$ cat src/rtl/csr_to_ram_bridge_mb.sv
// CSR external-memory port to NUM_BANKS single-port RAMs; read 2+L, plain write 2, RMW write 3+L.
// One transaction at a time: requests arriving while busy (including the ack cycle) are dropped and flagged.
module csr_to_ram_bridge_mb #(
  parameter int WORD_BIT_WIDTH = 32,
  parameter int BANK_DEPTH     = 8,
  parameter int NUM_BANKS      = 2,
  parameter int RAM_RD_LATENCY = 1,
  localparam int BPW    = WORD_BIT_WIDTH / 8,
  localparam int OFF    = $clog2(BPW),
  localparam int WA     = $clog2(BANK_DEPTH),
  localparam int BA     = $clog2(NUM_BANKS),
  localparam int ADDR_W = OFF + WA + BA
) (
  input  logic                                i_clk,
  input  logic                                i_sync_rst,
  input  logic                                i_req,
  input  logic [ADDR_W-1:0]                   i_byte_addr,
  input  logic                                i_req_is_wr,
  input  logic [WORD_BIT_WIDTH-1:0]           i_wr_data,
  input  logic [WORD_BIT_WIDTH-1:0]           i_wr_bit_en,
  output logic                                o_rd_ack,
  output logic [WORD_BIT_WIDTH-1:0]           o_rd_data,
  output logic                                o_wr_ack,
  output logic                                o_busy,
  output logic                                o_req_drop,
  output logic [NUM_BANKS-1:0]                o_ram_we,
  output logic [WA-1:0]                       o_ram_word_addr,
  output logic [WORD_BIT_WIDTH-1:0]           o_ram_wr_data,
  output logic [BPW-1:0]                      o_ram_wr_byte_en,
  input  logic [NUM_BANKS*WORD_BIT_WIDTH-1:0] i_ram_rd_data
);
  localparam int W    = WORD_BIT_WIDTH;
  localparam int BA_W = (BA > 0) ? BA : 1;
  localparam logic [1:0] LAT_CNT = 2'(RAM_RD_LATENCY);

  if (W < 8 || (W & (W - 1)) != 0) begin : g_bad_width
    $error("WORD_BIT_WIDTH must be a power of 2 and at least 8");
  end
  if (BANK_DEPTH < 2 || (BANK_DEPTH & (BANK_DEPTH - 1)) != 0) begin : g_bad_depth
    $error("BANK_DEPTH must be a power of 2 and at least 2");
  end
  if (NUM_BANKS < 1 || (NUM_BANKS & (NUM_BANKS - 1)) != 0) begin : g_bad_banks
    $error("NUM_BANKS must be a power of 2");
  end
  if (RAM_RD_LATENCY < 1 || RAM_RD_LATENCY > 2) begin : g_bad_lat
    $error("RAM_RD_LATENCY must be 1 or 2");
  end

  typedef enum logic [2:0] {S_IDLE, S_RD_WAIT, S_WR, S_RMW_RD, S_RMW_WR, S_ACK} state_t;

  state_t              state_q, state_d;
  logic [1:0]          cnt_q, cnt_d;
  logic [BA_W-1:0]     bank_q, bank_d, bank_in;
  logic [W-1:0]        bit_en_q, bit_en_d, wdata_q, wdata_d;
  logic                rd_ack_q, rd_ack_d, wr_ack_q, wr_ack_d, drop_q, drop_d;
  logic [W-1:0]        rd_data_q, rd_data_d, ram_wd_q, ram_wd_d;
  logic [NUM_BANKS-1:0] ram_we_q, ram_we_d;
  logic [WA-1:0]       ram_addr_q, ram_addr_d, word_in;
  logic [BPW-1:0]      ram_be_q, ram_be_d, full_be_in, partial_in;
  logic [W-1:0]        rd_bank [NUM_BANKS];
  logic [W-1:0]        rd_sel, merged;

  if (BA > 0) begin : g_bank
    assign bank_in = i_byte_addr[ADDR_W-1 -: BA];
  end else begin : g_one_bank
    assign bank_in = '0;
  end
  if (OFF > 0) begin : g_off
    logic unused_byte_off;
    assign unused_byte_off = ^i_byte_addr[OFF-1:0];
  end
  assign word_in = i_byte_addr[OFF +: WA];

  for (genvar i = 0; i < BPW; i++) begin : g_byte
    assign full_be_in[i] = &i_wr_bit_en[8*i +: 8];
    assign partial_in[i] = (|i_wr_bit_en[8*i +: 8]) && !full_be_in[i];
  end
  for (genvar b = 0; b < NUM_BANKS; b++) begin : g_rd
    assign rd_bank[b] = i_ram_rd_data[b*W +: W];
  end
  assign rd_sel = rd_bank[bank_q];
  assign merged = (rd_sel & ~bit_en_q) | (wdata_q & bit_en_q);

  always_comb begin
    state_d    = state_q;
    cnt_d      = cnt_q;
    bank_d     = bank_q;
    bit_en_d   = bit_en_q;
    wdata_d    = wdata_q;
    rd_data_d  = rd_data_q;
    ram_addr_d = ram_addr_q;
    ram_wd_d   = ram_wd_q;
    rd_ack_d   = 1'b0;
    wr_ack_d   = 1'b0;
    ram_we_d   = '0;
    ram_be_d   = '0;
    drop_d     = i_req && (state_q != S_IDLE);
    unique case (state_q)
      S_IDLE: begin
        if (i_req) begin
          bank_d     = bank_in;
          bit_en_d   = i_wr_bit_en;
          wdata_d    = i_wr_data;
          ram_addr_d = word_in;
          cnt_d      = '0;
          if (!i_req_is_wr) begin
            state_d = S_RD_WAIT;
          end else if (!(|partial_in)) begin
            // Byte-aligned write goes out immediately; an all-zero enable skips the RAM.
            state_d  = S_WR;
            ram_wd_d = i_wr_data;
            ram_be_d = full_be_in;
            if (|full_be_in) ram_we_d = NUM_BANKS'(1) << bank_in;
          end else begin
            state_d = S_RMW_RD;
          end
        end
      end
      S_RD_WAIT, S_RMW_RD: begin
        if (cnt_q == LAT_CNT) begin
          if (state_q == S_RD_WAIT) begin
            rd_data_d = rd_sel;
            rd_ack_d  = 1'b1;
            state_d   = S_ACK;
          end else begin
            ram_wd_d = merged;
            ram_be_d = '1;
            ram_we_d = NUM_BANKS'(1) << bank_q;
            state_d  = S_RMW_WR;
          end
        end else begin
          cnt_d = cnt_q + 2'd1;
        end
      end
      S_WR, S_RMW_WR: begin
        wr_ack_d = 1'b1;
        state_d  = S_ACK;
      end
      S_ACK:   state_d = S_IDLE;
      default: state_d = S_IDLE;
    endcase
  end

  always_ff @(posedge i_clk) begin
    if (i_sync_rst) begin
      state_q    <= S_IDLE;
      cnt_q      <= '0;
      bank_q     <= '0;
      bit_en_q   <= '0;
      wdata_q    <= '0;
      rd_ack_q   <= 1'b0;
      wr_ack_q   <= 1'b0;
      drop_q     <= 1'b0;
      rd_data_q  <= '0;
      ram_we_q   <= '0;
      ram_addr_q <= '0;
      ram_wd_q   <= '0;
      ram_be_q   <= '0;
    end else begin
      state_q    <= state_d;
      cnt_q      <= cnt_d;
      bank_q     <= bank_d;
      bit_en_q   <= bit_en_d;
      wdata_q    <= wdata_d;
      rd_ack_q   <= rd_ack_d;
      wr_ack_q   <= wr_ack_d;
      drop_q     <= drop_d;
      rd_data_q  <= rd_data_d;
      ram_we_q   <= ram_we_d;
      ram_addr_q <= ram_addr_d;
      ram_wd_q   <= ram_wd_d;
      ram_be_q   <= ram_be_d;
    end
  end

  assign o_rd_ack         = rd_ack_q;
  assign o_rd_data        = rd_data_q;
  assign o_wr_ack         = wr_ack_q;
  assign o_busy           = (state_q != S_IDLE);
  assign o_req_drop       = drop_q;
  assign o_ram_we         = ram_we_q;
  assign o_ram_word_addr  = ram_addr_q;
  assign o_ram_wr_data    = ram_wd_q;
  assign o_ram_wr_byte_en = ram_be_q;
endmodule

$ cat config.mk
export PLATFORM = sky130hd
export DESIGN_NAME = csr_to_ram_bridge_mb
export DESIGN_NICKNAME = d
export VERILOG_FILES = /design/src/rtl/csr_to_ram_bridge_mb.sv
export SDC_FILE = /design/constraint.sdc
export NUM_CORES = 1
export LEC_CHECK = 0
export ABC_AREA = 1
export CORE_AREA = 2 2 143 145
export DETAILED_ROUTE_END_ITERATION = 8
export DIE_AREA = 0 0 145 147
export GPL_TIMING_DRIVEN = 1
export SYNTH_ARGS = -nofsm -noshare
export SYNTH_HDL_FRONTEND = slang
export SYNTH_SLANG_ARGS = --single-unit
$ cat constraint.sdc
create_clock -name i_clk -period 1.6 [get_ports i_clk]
set_input_delay 0.48 -clock i_clk [delete_from_list [all_inputs] [get_ports i_clk]]
set_output_delay 0.48 -clock i_clk [all_outputs]
set_load 0.03 [all_outputs]
======== Word-level counts from Yosys, hierarchy flattened ========
Index checks and enable logic that the tools add are counted.
storage, ports and cells
  bits of input ports ..................... 138
  register bits ........................... 146
  logic and storage cells ................. 98
  output and inout bits ................... 77
operators by class
  magnitude comparators ................... 1
  multiplexer cells ....................... 33
  shifts and indexed selects .............. 2
  eq/ne operators ......................... 11
  reduce and logical (&&, ||, !) cells .... 30
  add/sub/neg operators ................... 1
  bitwise gates (word level) .............. 7
operators with widths
  cell                 number
  $mux 32              8
  $and 32x32->32       2
  $pmux 32 s2          1
  $not 32->32          1
  $or 32x32->32        1
  $reduce_and 8->1     4
  $reduce_or 8->1      4
  $mux 4               5
  $mux 2               9
  $ne 2x2->1 const B   6
  $pmux 3 s3           1
  $pmux 2 s2           2
  $pmux 4 s2           1
  $reduce_or 4->1      2
  $eq 3x2->1 const B   2
  $mux 3               2
  $reduce_and 3->1     2
  $reduce_and 6->1     1
  $logic_and 1x1->1    5
  $logic_not 1->1      4
  $mux 1               4
  $reduce_and 2->1     2
  $reduce_or 2->1      2
  $shl 1x1->2 const A  2
  other kinds (11)     12

======== Depth between registers and ports, before layout ========
  word-level depth ........................ 9
  mapped depth ............................ 13
  depth with buffers taken out ............ 12

======== Worst setup path before layout ========
Ideal clock, no wire load.
  path type ............................... input-to-reg
  from .................................... in i_wr_bit_en[26]
  to ...................................... reg ram_wd_q[19], in the netlist o_ram_wr_data[19]
  data arrival time ....................... 1.549 ns
  slack ................................... -0.064 ns
  data required time ...................... 1.485 ns
  stages on the path ...................... 11
  buffers on the path ..................... 1
  library setup time ...................... 0.115 ns
  cell sequence ........................... nor2_1 -> nand2_1 -> o21ai_0 -> nand2_1 -> nor2_1 -> nand2_1 -> nand2_2 -> buf_2 -> nand3_1 -> nand2_1 -> nor2_1
between the ends
  longest elaborated chain between the ends .. 6
  elaborated cells between the ends (all ways) .. 7
  classes of those cells .................. 1 x eq/ne; 6 x reduce/logical
RTL lines
  element                              line  RTL
  from (decl)                          20    input logic [WORD_BIT_WIDTH-1:0] i_wr_bit_en,
  $reduce_and 8->1                     75    assign full_be_in[i] = &i_wr_bit_en[8*i +: 8];
  $logic_not 1->1                      76    assign partial_in[i] = (|i_wr_bit_en[8*i +: 8]) && !full_be_in[i];
  $logic_and 1x1->1 *                  76
  $reduce_or 4->1 *                    108   end else if (!(|partial_in)) begin
  $ne 2x2->1 (no source line) *        -
  $reduce_and 6->1 (no source line) *  -
  to (signal assigned)                 171   ram_wd_q <= ram_wd_d;
  to (decl)                            56    logic [W-1:0] rd_data_q, rd_data_d, ram_wd_q, ram_wd_d;
Every way passes the cells marked *; elsewhere a longest branch is shown, timed or not.
A chain may end at the register's enable or synchronous reset.

======== Final worst setup path ========
  from .................................... reg state_q[1]
  to ...................................... out o_busy
between the ends
  longest elaborated chain between the ends .. 1
RTL lines
  element                 line  RTL
  from (decl)             51    state_t state_q, state_d;
  from (signal assigned)  160   state_q <= state_d;
  $reduce_bool 3->1       179   assign o_busy = (state_q != S_IDLE);
  to (decl)               24    output logic o_busy,
No other way between the ends.

==> qor_table.md <==
| Result | Value |
|:---|:---|
| Post-Route Setup TNS | -2.251 ns |
| Final Hold Vio Count | 0 |
| Wire length of the first global-routing pass | 37,290 µm |
| Post-route cell area | 11,170 µm² |
| CTS buffer count | 17 |
| Maximum VDD drop | 0.0009756 V |
| Count of buffers from port buffering | 212 |
| Pins Over Slew Limit | 0 |
| Power share of the sequential group | 26.8% |
| Tightest slew margin relative to the limit | 65.11% |
| Cell types with the largest area share after synthesis | sky130_fd_sc_hd__dfxtp_1 (44%), sky130_fd_sc_hd__a21oi_1 (12%), sky130_fd_sc_hd__nand2_1 (10%) |
| Sequential-to-total area share from yosys stat | 44.23% |
| DPL Wire Length | 17,050 µm |
| Yosys warns | 0 |
| Minimum setup slack among reg-to-reg paths | -0.12 ns |
| Startpoint types | flip-flop |
| Count of unique library cells instantiated by Yosys | 29 |
| Worst Path Required | 1.12 ns |
| Sort of element at the end of the critical path | primary output |
| Mapped cell area | 6609 µm² |
| CP Cell Sequence | nor2_4 -> inv_2 -> nor2_4 -> inv_4 -> buf_6 -> buf_6 |
| Clock skew | 0.007890 ns |
| Clk sinks | 146 |
| Ports placed on the boundary | 215 |
| Number of DRC markers after the initial detailed-route iteration | 407 |
| Maximum frequency from static timing analysis | 550.3 MHz |
| Actual transition at the worst max-transition pin | 0.5233 ns |
| Final global-route overflow total | 0 |
| Number of iterations in the first detailed-routing pass | 5 |
| Maximum buffer depth of the clock tree | 2 |
| Synthesized instance count | 963 |
| Cts hold-fix bufs | 0 |
| Cell area power density | 1681 nW/µm² |
| Endpoint arrival time on the critical path | 1.34 ns |
| Synthesized area per cell | 6.863 µm² |
| Min-Delay Path Class | in2reg |
| Clock transition at the registers of the reported paths | 0.06 ns |
| Clock Latency Late Sink | 0.43 ns |
| Final worst-path cycle share | 113.6% |
| Total wirelength of the detailed-routed design | 26,550 µm |
| Outcome | finished, violations left |
| Leakage power of the design | 4.670 nW |
| Number of antenna diodes | 0 |
| Final cell utilization of the core | 56.31% |
| Critical setup path kind | reg2out |
| Fraction of power consumed by combinational cells | 50.1% |
| Width of the die | 145 µm |
| Power share of the clock group | 23.2% |
| Largest fanout of any net on the critical path | 3 |
| Cell at the slowest stage of the critical path | sky130_fd_sc_hd__dfxtp_2 |
| Std-Cell Rows | 52 |
| Area of placed instances | 9688 µm² |
| Root buf cell | sky130_fd_sc_hd__clkbuf_16 |
| Final routed DRC violation total | 0 |
| H-tree levels | 4 |
| Fraction of post-synthesis cell area in the top cell type by area | 44.23% |
| Layout cells sized above 1 | 27.63% |
| Vias in the first global route | 6,970 |
| Switching part of the total power | 39.57% |
| Setup repair after global routing missed its margin | true |
| Slack of the critical path | -0.2171 ns |
| Highest cell delay on the worst timing path | 0.34 ns |
| Final Total Pwr | 18.78 mW |
| Switching power summed over all nets | 7.433 mW |
| Hold Slack | 0.3596 ns |
| Number of max-cap violations | 0 |
| Die outline area | 21,320 µm² |
| Antenna-violating nets left | 0 |
| Die height | 147 µm |
| P&R area growth vs syn | 69.06% |
| Post-layout minimum cycle time | 1.817 ns |
| Vias | 7,472 |
| Core Footprint | 19,840 µm² |
| Violated checks | setup timing |
| Number of fillers in the final layout | 1,855 |
| # setup viols final | 43 |
| Net Count, Synth | 1,102 |
| Initial Utilization | 33.30% |
| Most area-hungry cell type in the Yosys netlist | sky130_fd_sc_hd__dfxtp_1 |
| Nets | 1,382 |
| Largest net degree at the start of global routing | 61 |
| Routed wire per std cell | 17.40 µm |
| Global placement routability congestion | 0.8714 |
| Total of flip-flops plus latches after synthesis | 146 |
| Total global routing track utilization | 22.36% |
| CTS tree | built |
| Per-cell via count in the routed design | 4.896 |
| Antenna violations before repair | 0 |
| Internal power contribution | 11.35 mW |
-- repair_timing --
action,in CTS,in global routing
buffers inserted,7,12
endpoints found under the setup margin,108,134
pin swaps,15,27
gates cloned,3,16
resized for setup,240,219
hold endpoints to repair,0,0
-- sequential cells by signal (all words and copies together), names as in the netlist --
| register | flops |
|---|---|
| bank_q | 1 |
| o_ram_word_addr | 3 |
| o_req_drop | 1 |
| o_rd_data | 32 |
| state_q | 3 |
| bit_en_q | 32 |
| o_ram_we | 2 |
| o_ram_wr_data | 32 |
| o_rd_ack | 1 |
| o_wr_ack | 1 |
| cnt_q | 2 |
| wdata_q | 32 |
| o_ram_wr_byte_en | 4 |
-- cell families after synthesis --
family          synth area share (%)
simple gates                   23.42
compound gates                 22.09
flops                          44.23
buf+inv                        8.557
mux                            1.515
fa+ha+maj                     0.1893
-- per-layer routing --
layer	vias up	GRT usage, %	part of all wire, %
met5	-	0	0
met2	275	36.81	48
met1	3430	28.19	44
met3	39	5.342	6.4
met4	0	9.356	2.4
li1	3728	-	-
-- placed cells by master (no fill, tap or decap), drive strengths merged, types with 10 or more instances in the layout --
cell type | synthesis | layout
o21ai | 105 | 105
nand3 | 47 | 47
nand2 | 187 | 187
o22ai | 21 | 21
mux2i | 10 | 10
buf | 20 | 125
clkbuf | 42 | 58
a21oi | 153 | 153
clkdlybuf4s15 | 0 | 53
dfxtp | 146 | 146
nor2 | 136 | 136
clkdlybuf4s50 | 0 | 101
inv | 82 | 86
-- layout make-up --
class	instances	area [µm²]	area share, %
clock buffers	18	439.2	3.931
inverters	83	334.1	2.990
flip-flops and latches	146	2928	26.20
repair buffers	323	3481	31.15
clock inverters	14	202.7	1.814
well taps	270	337.8	3.024
multi-input cells	672	3451	30.88
-- cell usage after synthesis --
| cell | n |
|---|---|
| sky130_fd_sc_hd__nand2_1 | 184 |
| sky130_fd_sc_hd__a21oi_1 | 153 |
| sky130_fd_sc_hd__dfxtp_1 | 146 |
| sky130_fd_sc_hd__nor2_1 | 130 |
| sky130_fd_sc_hd__o21ai_0 | 103 |
| sky130_fd_sc_hd__inv_1 | 78 |
| sky130_fd_sc_hd__nand3_1 | 47 |
| sky130_fd_sc_hd__clkbuf_1 | 42 |
| sky130_fd_sc_hd__o22ai_1 | 21 |
| sky130_fd_sc_hd__buf_2 | 14 |
| sky130_fd_sc_hd__mux2i_1 | 10 |
| sky130_fd_sc_hd__buf_1 | 5 |
| sky130_fd_sc_hd__nor2_4 | 5 |
| sky130_fd_sc_hd__inv_2 | 4 |
| sky130_fd_sc_hd__a311oi_1 | 3 |
| sky130_fd_sc_hd__nand2_2 | 3 |
| sky130_fd_sc_hd__nand4_1 | 2 |
| sky130_fd_sc_hd__nor3_1 | 2 |
| sky130_fd_sc_hd__a211oi_1 | 1 |
| sky130_fd_sc_hd__buf_4 | 1 |
| sky130_fd_sc_hd__clkinv_1 | 1 |
| sky130_fd_sc_hd__ha_1 | 1 |
| sky130_fd_sc_hd__nand3b_1 | 1 |
| sky130_fd_sc_hd__nor2_2 | 1 |
| sky130_fd_sc_hd__nor3_2 | 1 |
| sky130_fd_sc_hd__o21ai_1 | 1 |
| sky130_fd_sc_hd__o21ai_2 | 1 |
| sky130_fd_sc_hd__or2_1 | 1 |
| sky130_fd_sc_hd__or2_2 | 1 |
-- worst max-delay path, delay by kind of cell (launching register included) --
family                 cells  cell delay (ns)
AND/OR/NAND/NOR            2             0.23
buffers and inverters      4             0.34
flip-flops                 1             0.34
-- worst paths after layout --
path,startpoint,end,cells past startpoint
max,state_q[1]$_SDFFE_PP0P_,o_busy,6
min,i_wr_bit_en[5],bit_en_q[5]$_SDFFE_PP0P_,3
max reg2reg,state_q[1]$_SDFFE_PP0P_,o_ram_wr_data[16]$_SDFFE_PP0P_,11
min reg2reg,wdata_q[4]$_SDFFE_PP0P_,wdata_q[4]$_SDFFE_PP0P_,2
-- power by group through the flow --
stage | sequential (mW) | clock, mW | combinational (mW)
after global placement | 5.06 | 0 | 7.37
after floorplan | 5.70 | 0 | 3.51
after global routing | 5.11 | 4.57 | 10.0
final | 5.03 | 4.35 | 9.41
after CTS | 5.02 | 4.41 | 7.83
after detailed placement | 5.08 | 0 | 7.41
-- metrics by stage --
step	setup slack, ns	cells
global placement	-0.6958	1458
detailed placement	-0.7286	1458
CTS	-0.2387	1500
global route	-0.2668	1526
floorplan	0.005243	963
finish	-0.2171	1526
No activity file was read; power rests on OpenSTA's default activity.
